`src/rtl/shift_pkg.sv`:
```
// shift_pkg: shared definitions for the multi-cycle shift sequencer.
//   state_t       FSM states of the sequencer (IDLE, SHIFT, DONE)
//   DIR_LEFT      direction code for logical left (zero fill)
//   DIR_RIGHT     direction code for arithmetic right (sign fill)
//   SHIFT_STAGES  number of power-of-two shift stages
//   STAGE_AMT     shift amounts in issue order (16 first, 1 last)
//   LAST_STAGE    index of the first stage processed after an accept
package shift_pkg;

    typedef enum logic [1:0] {
        IDLE  = 2'd0,
        SHIFT = 2'd1,
        DONE  = 2'd2
    } state_t;

    localparam logic DIR_LEFT  = 1'b0;
    localparam logic DIR_RIGHT = 1'b1;

    localparam int SHIFT_STAGES = 5;

    // Issue order: entry 0 is processed first (stage index 4, amount 16).
    localparam int STAGE_AMT [SHIFT_STAGES] = '{16, 8, 4, 2, 1};

    localparam logic [2:0] LAST_STAGE = 3'(SHIFT_STAGES - 1);

endpackage

```
`src/rtl/shift_stage_select.sv`:
```
// shift_stage_select: one combinational step of the shift sequencer.
// A bank of fixed-amount shifters (2^k for k = 0..4) in both directions
// feeds a 5:1 select on the stage index; when the amount bit for the stage
// is clear the accumulator passes through untouched.
// Ports:
//   acc    in  WIDTH  current accumulator value
//   stage  in  3      stage index 0..4 (shift by 2^stage)
//   en     in  1      amount bit for this stage; 0 = pass through
//   dir    in  1      0 = logical left, 1 = arithmetic right
//   y      out WIDTH  accumulator after this stage
module shift_stage_select
    import shift_pkg::*;
#(
    parameter int WIDTH = 32
) (
    input  logic [WIDTH-1:0] acc,
    input  logic [2:0]       stage,
    input  logic             en,
    input  logic             dir,
    output logic [WIDTH-1:0] y
);

    logic signed [WIDTH-1:0] acc_s;
    logic        [WIDTH-1:0] cand [SHIFT_STAGES];

    assign acc_s = acc;

    for (genvar g = 0; g < SHIFT_STAGES; g++) begin : g_fixed
        // cand[g] shifts by 2^g; STAGE_AMT is stored in issue order.
        localparam int AMT = STAGE_AMT[SHIFT_STAGES - 1 - g];

        logic        [WIDTH-1:0] sll;
        logic signed [WIDTH-1:0] sra;

        // Kept as separate signals so the arithmetic shift is evaluated in a
        // signed context and really replicates bit 31.
        assign sll = acc << AMT;
        assign sra = acc_s >>> AMT;

        assign cand[g] = (dir == DIR_RIGHT) ? sra : sll;
    end

    always_comb begin
        y = acc;
        if (en) begin
            case (stage)
                3'd0:    y = cand[0];
                3'd1:    y = cand[1];
                3'd2:    y = cand[2];
                3'd3:    y = cand[3];
                3'd4:    y = cand[4];
                default: y = acc;
            endcase
        end
    end

endmodule

```
`src/rtl/shift_sequencer.sv`:
```
// shift_sequencer: multi-cycle 32-bit shifter feeding the ALU result mux.
// A request is taken over a valid/ready handshake, then the 16/8/4/2/1
// stages are applied one per clock (always five clocks, whatever the
// amount) and the registered result is offered on a second handshake.
// Ports:
//   clock      in  1      rising-edge clock
//   reset_n    in  1      asynchronous active-low reset
//   in_valid   in  1      request present
//   in_ready   out 1      unit can accept a request (IDLE only)
//   A          in  WIDTH  operand
//   shamt      in  5      shift amount 0..31
//   d          in  1      0 = logical left, 1 = arithmetic right
//   out_valid  out 1      result available (DONE)
//   out_ready  in  1      consumer accepts the result
//   result     out WIDTH  shifted operand, held until the next completion
//   busy       out 1      high in SHIFT or DONE
module shift_sequencer
    import shift_pkg::*;
#(
    parameter int WIDTH      = 32,
    parameter int NUM_STAGES = 5
) (
    input  logic             clock,
    input  logic             reset_n,
    input  logic             in_valid,
    output logic             in_ready,
    input  logic [WIDTH-1:0] A,
    input  logic [4:0]       shamt,
    input  logic             d,
    output logic             out_valid,
    input  logic             out_ready,
    output logic [WIDTH-1:0] result,
    output logic             busy
);

    localparam logic [2:0] FIRST_STAGE = 3'(NUM_STAGES - 1);

    state_t           state;
    logic [WIDTH-1:0] acc;
    logic [WIDTH-1:0] acc_next;
    logic [4:0]       amt;
    logic             dir;
    logic [2:0]       stage;
    logic             stage_en;

    assign stage_en = amt[stage];

    shift_stage_select #(
        .WIDTH (WIDTH)
    ) u_stage_select (
        .acc   (acc),
        .stage (stage),
        .en    (stage_en),
        .dir   (dir),
        .y     (acc_next)
    );

    always_ff @(posedge clock or negedge reset_n) begin
        if (!reset_n) begin
            state     <= IDLE;
            in_ready  <= 1'b1;
            out_valid <= 1'b0;
            busy      <= 1'b0;
            result    <= '0;
            acc       <= '0;
            amt       <= '0;
            dir       <= DIR_LEFT;
            stage     <= FIRST_STAGE;
        end else begin
            case (state)
                // Accept: operand, amount and direction are latched here and
                // never sampled again, so the inputs may churn afterwards.
                IDLE: begin
                    if (in_valid) begin
                        acc      <= A;
                        amt      <= shamt;
                        dir      <= d;
                        stage    <= FIRST_STAGE;
                        in_ready <= 1'b0;
                        busy     <= 1'b1;
                        state    <= SHIFT;
                    end
                end

                // One power-of-two stage per clock, 16 down to 1.
                SHIFT: begin
                    acc <= acc_next;
                    if (stage == 3'd0) begin
                        result    <= acc_next;
                        out_valid <= 1'b1;
                        stage     <= FIRST_STAGE;
                        state     <= DONE;
                    end else begin
                        stage <= stage - 3'd1;
                    end
                end

                // Hold the result until the consumer takes it; no accept on
                // the same edge as the output handshake.
                DONE: begin
                    if (out_ready) begin
                        out_valid <= 1'b0;
                        in_ready  <= 1'b1;
                        busy      <= 1'b0;
                        state     <= IDLE;
                    end
                end

                default: begin
                    state     <= IDLE;
                    in_ready  <= 1'b1;
                    out_valid <= 1'b0;
                    busy      <= 1'b0;
                end
            endcase
        end
    end

endmodule

```
`config.mk`:
```
export PLATFORM = sky130hd
export DESIGN_NAME = shift_sequencer
export DESIGN_NICKNAME = d
export VERILOG_FILES = /design/src/rtl/shift_pkg.sv /design/src/rtl/shift_stage_select.sv /design/src/rtl/shift_sequencer.sv
export SDC_FILE = /design/constraint.sdc
export NUM_CORES = 1
export LEC_CHECK = 0
export ABC_AREA = 1
export BUFFER_PORTS_ARGS = -buffer_cell sky130_fd_sc_hd__buf_4
export CAP_MARGIN = 0
export CELL_PAD_IN_SITES_DETAIL_PLACEMENT = 0
export CELL_PAD_IN_SITES_GLOBAL_PLACEMENT = 1
export CORE_UTILIZATION = 44
export CTS_CLUSTER_SIZE = 25
export DETAILED_ROUTE_END_ITERATION = 8
export PLACE_DENSITY_LB_ADDON = 0.15
export SLEW_MARGIN = 20
export SYNTH_ARGS = -nofsm -noshare
export SYNTH_HDL_FRONTEND = slang
export SYNTH_HIERARCHICAL = 1
export SYNTH_SLANG_ARGS = --single-unit
```
`constraint.sdc`:
```
create_clock -name clock -period 4.1 [get_ports clock]
set_input_delay 0 -clock clock [delete_from_list [all_inputs] [get_ports clock]]
set_output_delay 0 -clock clock [all_outputs]
set_load 0.05 [all_outputs]
```
# Word level (Yosys, flattened, before mapping)
# Index checks and enable logic that the tools add are counted.
# op_classes
eq_ne	9
add_sub_neg	1
bitwise_logic	2
n_reduce_logical	9
magnitude_cmp	1
mux	26
# ops
operator	count
2-to-1 mux 32 bit	7
one-hot mux 32 bit (5 select lines)	1
one-hot mux 32 bit (2 select lines)	1
one-hot mux 1 bit (3 select lines)	3
AND reduction 3 bit	3
equality test 3 x 2 -> 1 bit, second input constant	2
2-to-1 mux 1 bit	6
2-to-1 mux 2 bit	3
2-to-1 mux 3 bit	2
!= test 2 bit, second input constant	3
one-hot mux 2 bit (3 select lines)	1
one-hot mux 3 bit (2 select lines)	1
AND reduction 2 bit	3
< comparator 3 x 4 -> 1 bit, second input constant	1
binary-select mux 1 bit (select 3 bit)	1
equality test 3 x 1 -> 1 bit, second input constant	1
equality test 3 bit, second input constant	1
zero test 3 bit	1
subtractor 3 x 1 -> 3 bit, second input constant	1
equality test 2 x 1 -> 1 bit, second input constant	1
equality test 2 bit, second input constant	1
zero test 2 bit	1
NOT 1 bit	2
nonzero test 2 bit	1
# word_totals
inputBits	42
out_inout_bits	35
register_bits	78
elab_cells	57

# Longest topological paths before layout
# Gate-level depths: netlist of run 1.
# depth
word_depth	4
depth_mapped	18
ltp_nobuf	15

# By module
# The synthesis of run 1 kept the hierarchy.
# modules_own_cells
module	cells_per_inst	area_each_um2	n_inst	seq_area_each_um2
shift_sequencer	418	3500.9	1	1954.4
shift_stage_select	596	2553.7	1	0.0

# Worst setup path after synthesis of run 1
# No wires, ideal clock.
# synth_timing
kind	reg-to-reg
startpoint	register stage[0]
endpoint	register acc[28]
setup_slack_ns	2.117
n_path_buf	3
synth_period_minus_slack_ns	1.983
arrival_ns	1.918
setup_ns	0.065
stages_incl_launch_ff	18
path_cell_list	dfrtp_1 buf_2 inv_1 nand2_1 nand3_1 nand2_1 nand2_1 nand2_1 inv_1 nor2_1 buf_4 buf_4 nor2_1 a21oi_1 inv_1 o21ai_0 nand2_1 nand2_1
# synth_via
elab_chain_len	4
elab_cells_between_ends	10
# synth_lines
item	line	rtl
from (decl)	shift_sequencer.sv:43	logic [2:0] stage;
from (signal assigned)	shift_sequencer.sv:94	stage <= stage - 3'd1;
binary-select mux 1 bit (select 3 bit)	shift_sequencer.sv:46	assign stage_en = amt[stage];
2-to-1 mux 1 bit (implied by the code)	shift_sequencer.sv:46	
via stage_en	shift_sequencer.sv:44	logic stage_en;
2-to-1 mux 32 bit	shift_stage_select.sv:45	if (en) begin
via acc_next[28]	shift_sequencer.sv:40	logic [WIDTH-1:0] acc_next;
one-hot mux 32 bit (2 select lines)	shift_sequencer.sv:70	case (state)
to (signal assigned)	shift_sequencer.sv:87	acc <= acc_next;
to (decl)	shift_sequencer.sv:39	logic [WIDTH-1:0] acc;
# The timed path passes the listed nets, and every way through them passes these cells. The select of a mux whose other input is x is not followed.
# A chain may end at the register's enable or synchronous reset.

# Final worst setup path of run 1
# layout_timing
startpoint	register stage[0]
endpoint	register acc[17]
# Same word-level chain as after synthesis.

==> results of run 1 <==
-- cells by family after synthesis --
kind of cell           Yosys count  synth area share (%)
AO/OA/AOI/OAI                   83                  7.87
flip-flops                      78                  32.3
buffers and inverters          167                  13.2
AND/OR/NAND/NOR                685                  46.5
XOR/XNOR                         1                 0.145
-- how the worst min path moves through the flow --
stage	to	slack (ns)	depth (start not counted)
after floorplan	acc[0]	-0.30	0
after global placement	result[27]	-0.07	1
after detailed placement	result[27]	-0.07	1
after CTS	acc[16]	0.002	5
after global routing	acc[16]	0.04	5
final	acc[16]	0.01	5
-- cell usage after synthesis, drive strengths merged --
cell and instances:
a21boi 1, a21oi 5, and2 2, buf 52, clkbuf 4, clkinv 1
dfrtp 76, dfstp 2, inv 110, nand2 354, nand3 107, nand4 27
nor2 193, nor3 2, o21ai 76, o31ai 1, xor2 1
-- per-stage QoR --
stage / instance area [um2] / cells / hold slack [ns] / util (%) / worst slack, ns
after floorplan: 6050 / 1014 / -0.296 / - / 2.12
after global placement: 6550 / 1222 / -0.0708 / 49.1 / 1.46
after detailed placement: 6550 / 1222 / -0.0684 / 49.1 / 1.44
after CTS: 7270 / 1277 / 0.00179 / 54.4 / 1.41
after global routing: 7270 / 1277 / 0.0385 / 54.4 / 1.09
final: 7270 / 1277 / 0.0145 / 54.4 / 1.38
-- tightest hold or removal path, stage by stage --
cell	delay, ns
buf_4	0.08
nand2_1	0.05
o21ai_0	0.09
nand2_1	0.06
nand2_1	0.05
-- timing repair --
action / CTS / global route
hold buffers: 39 / 0
endpoints found under the hold margin: 62 / 0
resized for setup: 0 / 0
-- sequential cells by signal (all words and copies together), names as in the netlist --
name       flops
state          2
busy           1
result        32
amt            5
acc           32
out_valid      1
dir            1
stage          3
in_ready       1
-- cell type report --
class | instances | area [um2] | area share [%]
Clock inverter | 6 | 92.6 | 1.27
Tap cell | 176 | 220 | 3.03
Inverter | 111 | 417 | 5.73
Clock buffer | 10 | 229 | 3.15
Sequential cell | 78 | 1960 | 26.9
Timing Repair Buffer | 127 | 1050 | 14.5
Multi-Input combinational cell | 769 | 3300 | 45.4
-- routing by layer --
layer  vias up  global-route usage, %
met5         -                      0
met2       329                   49.2
met1      3149                   46.4
met3        50                   5.84
li1       3311                      -
met4         0                   12.0
==> impl_metrics.csv, run 1 <==
group,metric,value,unit
global_route,antenna_found_initial,0,
worst_setup_path,r2r-start,"stage[0]",
worst_setup_path,cp.depth,16,
cts,cts.path.max_buffers,2,
worst_setup_path,crit_family,"simple AND/OR/NAND/NOR gates",
worst_hold_path,hp-class,"input port to flip-flop",
final_layout,nFillCells,1404,
global_route,grt-ovfl-total,0,
timing,fin_tns_setup,0,ns
cts,htreeDepth,3,
worst_setup_path,r2r-end,"acc[17]",
worst_setup_path,critPathRequiredTime,4.35,ns
floorplan,die_area,14200,um2
detailed_routing,drc,0,
cts,clkTransAtPathRegs,0.06,ns
final_layout,diodes,0,
timing,fmax,0.368,GHz
timing,relSlewSlack,42.7,%
synth,yosysWarnings,6,
timing,final-setup-viol-count,0,
timing,hold_viol,0,
synth,synth_area,6050,um2
worst_setup_path,critPathLaunch,"stage[0]",
floorplan,die_x,119,um
placement,gp_congestion,0.998,
detailed_routing,routed.top_layer,"met4",
synth,synthDistinctLibCells,28,
synth,synth_top_area_share,31.4,%
detailed_routing,met2WireLength,9930,um
worst_setup_path,cp_data_arrival_time,2.96,ns
cts,clock-root-buffer,"clkbuf_16",
synth,postSynthCellCount,1014,
final_layout,layout_common_cells,"nand2_1 (353), nor2_1 (188), inv_1 (106), nand3_1 (105), buf_4 (88)",
detailed_routing,drtIter0Drc,809,
worst_setup_path,cp-endpoint,"acc[17]",
worst_setup_path,rr_worst_depth,16,
worst_setup_path,start_kind,"flip-flop",
timing,rsz0062_at_grt,"no",
synth,synth_top_cell_by_area,"dfrtp_1",
floorplan,die-height,119,um
worst_setup_path,path_common_cell,"nand2_1",
floorplan,start_util,45.4,%
worst_setup_path,path_cells,"inv_1, nand2_1, nand3_1, nand2_1, nand2_1, nand2_1, inv_1, nor2_2, buf_4, nand3_1, nor2_1, nor2_1, inv_1, o21ai_0, nand2_1, nand2_1",
detailed_routing,dr.pass1.iters,8,
worst_setup_path,critPathMaxFanout,37,
global_route,grt_pass1_wl,35500,um
worst_setup_path,worstSetupEndpointType,"flip-flop",
timing,clock_skew,0.0180,ns
final_layout,final_common_cell,"nand2_1",
worst_setup_path,ff2ff_setup_slack,1.38,ns
cts,cts_tree,"built",
detailed_routing,dr_wl_met3,1930,um
final_layout,area_growth,20.0,%
worst_setup_path,slowest_delay,0.68,ns
cts,post_cts_buffers,0,
worst_setup_path,worst-path-buf-inv,4,
outcome,outcome,"completed",
timing,worstMarginPinSlew,0.857,ns
detailed_routing,vias,6839,
detailed_routing,wl_met1,10100,um
cts,cts-buffers-inserted,9,
floorplan,ios,77,
detailed_routing,wl_per_cell,17.7,um
global_route,grt_pass1_vias,6365,
worst_setup_path,crit_type,"flip-flop to flip-flop",
synth,seq_area_frac_synth,32.3,%
floorplan,core,13300,um2
placement,io_buffers,76,
synth,synthTopCellsByArea,"dfrtp_1 (31%), nand2_1 (22%), nor2_1 (12%), nand3_1 (8.7%), inv_1 (6.6%)",
job,cap_violations,0,
cts,cts.sinks,78,
floorplan,rows,42,
detailed_routing,postRouteAntennaNets,0,
global_route,grt_start_max_net_pins,76,
timing,min_period,2.72,ns
worst_hold_path,hold_start,"A[16]",
global_route,grt_use_total,32.6,%
worst_setup_path,slowest_stage,"dfrtp_1",
detailed_routing,routed_wl,22600,um
timing,post-route-period-util,66.3,%
synth,synth_nets,1056,
timing,drv_slew,0,
placement,dp_hpwl,15800,um
final_layout,drive_above_1_share,12.1,%
detailed_routing,via_per_inst,5.36,
final_layout,final_nets,1138,
cts,clk_latency,0.37,ns
synth,yosys_register_bits,78,
synth,syn_area_per_cell,5.97,um2
Power of run 1 is not shown: default switching activity piles up to over one toggle a cycle in this logic, so the estimate is an artifact.
==> run 2: changes to the inputs <==
--- a/config.mk
+++ b/config.mk
@@ -10,7 +10,7 @@
 export CAP_MARGIN = 0
 export CELL_PAD_IN_SITES_DETAIL_PLACEMENT = 0
 export CELL_PAD_IN_SITES_GLOBAL_PLACEMENT = 1
-export CORE_UTILIZATION = 44
+export CORE_UTILIZATION = 37
 export CTS_CLUSTER_SIZE = 25
 export DETAILED_ROUTE_END_ITERATION = 8
 export PLACE_DENSITY_LB_ADDON = 0.15
==> constraint.sdc (replaced) <==
create_clock -name clock -period 2.3 [get_ports clock]
set_input_delay 0 -clock clock [delete_from_list [all_inputs] [get_ports clock]]
set_output_delay 0 -clock clock [all_outputs]
set_load 0.05 [all_outputs]
==> impl_metrics.csv, run 2 (same netlist as run 1, synthesis figures left out) <==
group,metric,value,unit
floorplan,die_x,130,um
detailed_routing,dr_wl_met3,1780,um
worst_hold_path,hold_start,"A[7]",
final_layout,final_core_utilization,48.4,%
worst_setup_path,worstSetupEndpointType,"flip-flop",
cts,clk_latency,0.36,ns
detailed_routing,routed.top_layer,"met4",
timing,relSlewSlack,53.2,%
detailed_routing,met2WireLength,10200,um
placement,gp_congestion,0.944,
global_route,antenna_found_initial,0,
timing,min_period,2.16,ns
detailed_routing,drtIter0Drc,643,
power_and_ir_drop,combPwrFrac,68.9,%
cts,cts_tree,"built",
power_and_ir_drop,irDropWorstVdd,0.000986,V
worst_setup_path,rr_worst_depth,12,
final_layout,drive_above_1_share,15.3,%
global_route,grt_use_total,29.3,%
cts,cts-buffers-inserted,9,
floorplan,core,15900,um2
timing,setup_slack,0.140,ns
detailed_routing,postRouteAntennaNets,0,
timing,fin_tns_setup,0,ns
worst_setup_path,slowest_stage,"dfstp_2",
global_route,grt_start_max_net_pins,67,
cts,htreeDepth,3,
cts,clkTransAtPathRegs,0.07,ns
floorplan,die-height,130,um
timing,drv_slew,0,
detailed_routing,wl_per_cell,17.5,um
final_layout,area_growth,27.3,%
worst_setup_path,start_kind,"flip-flop",
cts,clock-root-buffer,"clkbuf_16",
worst_setup_path,path_common_cell,"nand2_1",
power_and_ir_drop,power_density,1850,nW/um2
timing,worstMarginPinSlew,0.701,ns
placement,dp_hpwl,17200,um
global_route,grt-ovfl-total,0,
job,cap_violations,0,
worst_setup_path,critPathLaunch,"stage[2]",
final_layout,final_common_cell,"nand2_1",
global_route,grt_pass1_vias,6335,
detailed_routing,via_per_inst,5.08,
worst_setup_path,cp_data_arrival_time,2.41,ns
timing,final-setup-viol-count,0,
detailed_routing,routed_wl,23600,um
cts,cts.path.max_buffers,2,
timing,rsz0062_at_grt,"yes",
placement,place_area,6940,um2
detailed_routing,wl_met1,11000,um
worst_setup_path,critPathMaxFanout,18,
power_and_ir_drop,p_leak,4.04,nW
timing,clock_skew,0.00705,ns
final_layout,diodes,0,
floorplan,ios,77,
outcome,outcome,"completed",
final_layout,final_area,7710,um2
power_and_ir_drop,p_int,6.15,mW
power_and_ir_drop,clock_power_share,11.3,%
power_and_ir_drop,power.switching,8.10,mW
timing,post-route-period-util,93.9,%
worst_hold_path,hp-class,"input port to flip-flop",
timing,fmax,0.463,GHz
detailed_routing,dr.pass1.iters,5,
cts,cts.sinks,78,
worst_setup_path,r2r-end,"acc[13]",
worst_setup_path,path_cells,"inv_2, nand3_2, inv_2, buf_12, nand2_1, nand3_1, nor2_2, nor2_1, inv_1, o21ai_0, nand2_1, nand2_1",
power_and_ir_drop,power.total,14.2,mW
floorplan,start_util,38.0,%
final_layout,layout_common_cells,"nand2_1 (351), nor2_1 (186), buf_4 (110), inv_1 (106), nand3_1 (105)",
final_layout,final_nets,1169,
worst_setup_path,crit_type,"flip-flop to flip-flop",
worst_setup_path,critPathRequiredTime,2.55,ns
worst_hold_path,min_path_cells,5,
detailed_routing,vias,6854,
detailed_routing,drc,0,
worst_setup_path,r2r-start,"stage[2]",
worst_setup_path,cp-endpoint,"acc[13]",
power_and_ir_drop,swShare,56.8,%
worst_setup_path,slowest_delay,0.60,ns
global_route,grt_pass1_wl,36500,um
final_layout,nFillCells,1756,
floorplan,rows,46,
worst_setup_path,ff2ff_setup_slack,0.14,ns
timing,hold_viol,0,
floorplan,die_area,16900,um2
final_layout,largestRegisters,"acc (32), result (32), amt (5)",
power_and_ir_drop,p_seq_share,19.7,%
placement,io_buffers,76,
placement,place_ws,-0.0370,ns
-- run 2: cell count changes in the layout (fill, tap and decap cells not counted), moves of 2 or more --
cell	before	now
nand2_1	353	351
dlygate4sd3_1	39	36
buf_4	88	110
buf_12	0	10
nand2_2	1	3
nor2_1	188	186
-- run 2: how the worst min path moves through the flow --
stage | end
final | acc[7]
after global routing | busy
after CTS | acc[30]
after detailed placement | result[27]
after global placement | result[27]
after floorplan | acc[0]
-- run 2: what timing repair did --
action | in CTS | in global routing
hold buffers | 36 | 0
pin swaps | 0 | 2
buffers inserted | 0 | 3
setup endpoints to repair | 1 | 28
cloned | 1 | 0
hold endpoints to repair | 112 | 0
resized for setup | 2 | 8
-- run 2: routing by layer --
layer	track usage, %	vias to the layer above
met5	0	-
met4	11.5	0
met3	5.37	46
met2	43.1	282
met1	42.2	3146
li1	-	3380
-- run 2: power by group through the flow --
stage	registers [mW]	clock network [mW]	logic (mW)
floorplan	3.42	0	5.80
global placement	2.82	0	9.46
detailed placement	2.82	0	9.41
CTS	2.80	1.66	9.65
global route	2.88	1.70	10.8
finish	2.81	1.62	9.82
-- run 2: cell type report --
cell class / instances / area [um2] / area share (%)
inverters: 111 / 420 / 5.45
flip-flops and latches: 78 / 1960 / 25.4
well taps: 216 / 270 / 3.51
clock buffers: 10 / 229 / 2.97
multi-input cells: 769 / 3320 / 43.0
clock inverters: 6 / 92.6 / 1.20
repair buffers: 158 / 1430 / 18.5
-- run 2: critical path: cells and delay by family, from the launching register on --
| family | cells | cell delay, ns |
|---|---|---|
| compound gates | 1 | 0.11 |
| buf+inv | 4 | 0.57 |
| flops | 1 | 0.60 |
| simple gates | 7 | 0.76 |
-- run 2: per-stage QoR --
step                cells  hold WS (ns)
floorplan            1014        -0.296
global placement     1292       -0.0836
detailed placement   1292       -0.0840
CTS                  1345        0.0128
global route         1348        0.0529
finish               1348        0.0201
Note: power is estimated with default switching activity, not from simulation.
==> run 3: changes to the inputs <==
--- a/config.mk
+++ b/config.mk
@@ -8,9 +8,7 @@
 export ABC_AREA = 1
 export BUFFER_PORTS_ARGS = -buffer_cell sky130_fd_sc_hd__buf_4
 export CAP_MARGIN = 0
-export CELL_PAD_IN_SITES_DETAIL_PLACEMENT = 0
-export CELL_PAD_IN_SITES_GLOBAL_PLACEMENT = 1
-export CORE_UTILIZATION = 37
+export CORE_UTILIZATION = 54
 export CTS_CLUSTER_SIZE = 25
 export DETAILED_ROUTE_END_ITERATION = 8
 export PLACE_DENSITY_LB_ADDON = 0.15
==> impl_metrics.csv, run 3 (same netlist as run 1, synthesis figures left out) <==
group,metric,value,unit
timing,min_period,2.12,ns
final_layout,drive_above_1_share,13.5,%
timing,hold_viol,0,
timing,drv_slew,0,
final_layout,multiInputGateArea,3310,um2
final_layout,final_core_utilization,67.2,%
timing,holdWs,0.145,ns
cts,cts.sinks,78,
detailed_routing,drc,0,
global_route,grt_pass1_vias,6230,
power_and_ir_drop,power.total,12.7,mW
final_layout,largestRegisters,"acc (32), result (32), amt (5)",
power_and_ir_drop,p_leak,3.89,nW
detailed_routing,vias,6747,
final_layout,final_common_cell,"nand2_1",
final_layout,final_nets,1154,
placement,io_buffers,76,
timing,setup_slack,0.184,ns
power_and_ir_drop,irDropWorstVdd,0.00156,V
worst_setup_path,path_cells,"buf_4, nor2_4, buf_6, nand4_1, nand3_1, nor2_1, nor2_1, inv_1, o21ai_0, nand2_1, nand2_1",
timing,fin_tns_setup,0,ns
cts,cts_tree,"built",
cts,clkTransAtPathRegs,0.09,ns
power_and_ir_drop,power_density,1730,nW/um2
global_route,antenna_found_initial,0,
worst_setup_path,crit_family,"simple AND/OR/NAND/NOR gates",
cts,post_cts_buffers,0,
cts,htreeDepth,3,
cts,cts-buffers-inserted,9,
placement,dp.cells,1199,
detailed_routing,routed_wl,19100,um
final_layout,finalNonFillerCells,1257,
final_layout,area_growth,20.8,%
outcome,outcome,"completed",
placement,place_area,6660,um2
global_route,grt_pass1_wl,31100,um
floorplan,start_util,55.6,%
worst_setup_path,critPathMaxFanout,28,
floorplan,die_area,11600,um2
detailed_routing,drtIter0Drc,664,
floorplan,die_x,108,um
final_layout,layout_common_cells,"nand2_1 (352), nor2_1 (187), inv_1 (106), nand3_1 (105), buf_4 (96)",
timing,rsz0062_at_grt,"no",
placement,place_ws,0.102,ns
cts,clock-root-buffer,"clkbuf_8",
worst_setup_path,slowest_delay,0.47,ns
job,cap_violations,0,
worst_hold_path,hp-class,"input port to async pin",
cts,cts.path.max_buffers,2,
timing,clock_skew,0.0107,ns
global_route,grt_use_total,34.8,%
floorplan,core,10900,um2
worst_setup_path,cp_data_arrival_time,2.44,ns
detailed_routing,wl_per_cell,15.2,um
detailed_routing,postRouteAntennaNets,0,
timing,fmax,0.473,GHz
timing,relSlewSlack,55.7,%
floorplan,ios,77,
final_layout,diodes,0,
worst_setup_path,worstSetupEndpointType,"flip-flop",
cts,clk_latency,0.38,ns
worst_setup_path,worst-path-buf-inv,3,
worst_setup_path,start_kind,"flip-flop",
final_layout,seqCellArea,1960,um2
detailed_routing,via_per_inst,5.37,
placement,gp_congestion,1.02,
worst_setup_path,crit_type,"flip-flop to flip-flop",
timing,worstMarginPinSlew,0.664,ns
final_layout,final_area,7310,um2
floorplan,die-height,108,um
worst_setup_path,slowest_stage,"dfrtp_2",
placement,dp_hpwl,13200,um
final_layout,nFillCells,1063,
detailed_routing,dr.pass1.iters,6,
global_route,grt_start_max_net_pins,66,
global_route,grt-ovfl-total,0,
timing,final-setup-viol-count,0,
worst_setup_path,critPathRequiredTime,2.62,ns
floorplan,rows,38,
timing,post-route-period-util,92.0,%
[run 3: cell types whose count changed in the layout (fill, tap and decap cells not counted), sizes merged]
cell	previous run	this run
dlygate4sd3	36	42
clkbuf	10	9
clkinvlp	3	0
inv	112	111
clkinv	0	5
buf	122	101
[run 3: worst paths after layout]
check,from,slack [ns],to,cells after the start
min in group clock,d,0.36,dir,4
min,reset_n,0.15,acc[25],2
min reg2reg,in_ready,0.47,in_ready,2
max in group asynchronous,reset_n,1.56,acc[7],3
max reg2reg,stage[0],0.18,acc[14],11
max,stage[0],0.18,acc[14],11
[run 3: area by class of cell]
| type | count | area share [%] |
|---|---|---|
| tap | 140 | 2.40 |
| timing repair buffer | 143 | 16.9 |
| clock inverter | 7 | 1.32 |
| inverter | 111 | 5.70 |
| clock buffer | 9 | 1.69 |
| multi-input combinational | 769 | 45.3 |
| sequential | 78 | 26.8 |
[run 3: layer usage]
metal  share of wire [%]  wire length (um)  GRT usage (%)  vias to the layer above
met2                  46              8760           55.2                      280
met1                  43              8250           46.5                     3062
met3                 7.3              1380           5.27                       57
met5                   0                 0              0                        -
met4                 3.4               657           15.9                        0
li1                    -                 -              -                     3348
[run 3: timing repair]
| item | 4_1_cts | 5_1_grt |
|---|---|---|
| hold endpoints to repair | 86 | 0 |
| setup endpoints to repair | 0 | 24 |
| gates resized for setup | 0 | 6 |
| hold buffers | 42 | 0 |
[run 3: where the power goes]
part	switching (mW)	internal [mW]	total (mW)
Combinational	6.08	2.70	8.78
Clock	0.558	0.614	1.17
Sequential	0.680	2.05	2.73
Total	7.32	5.37	12.7
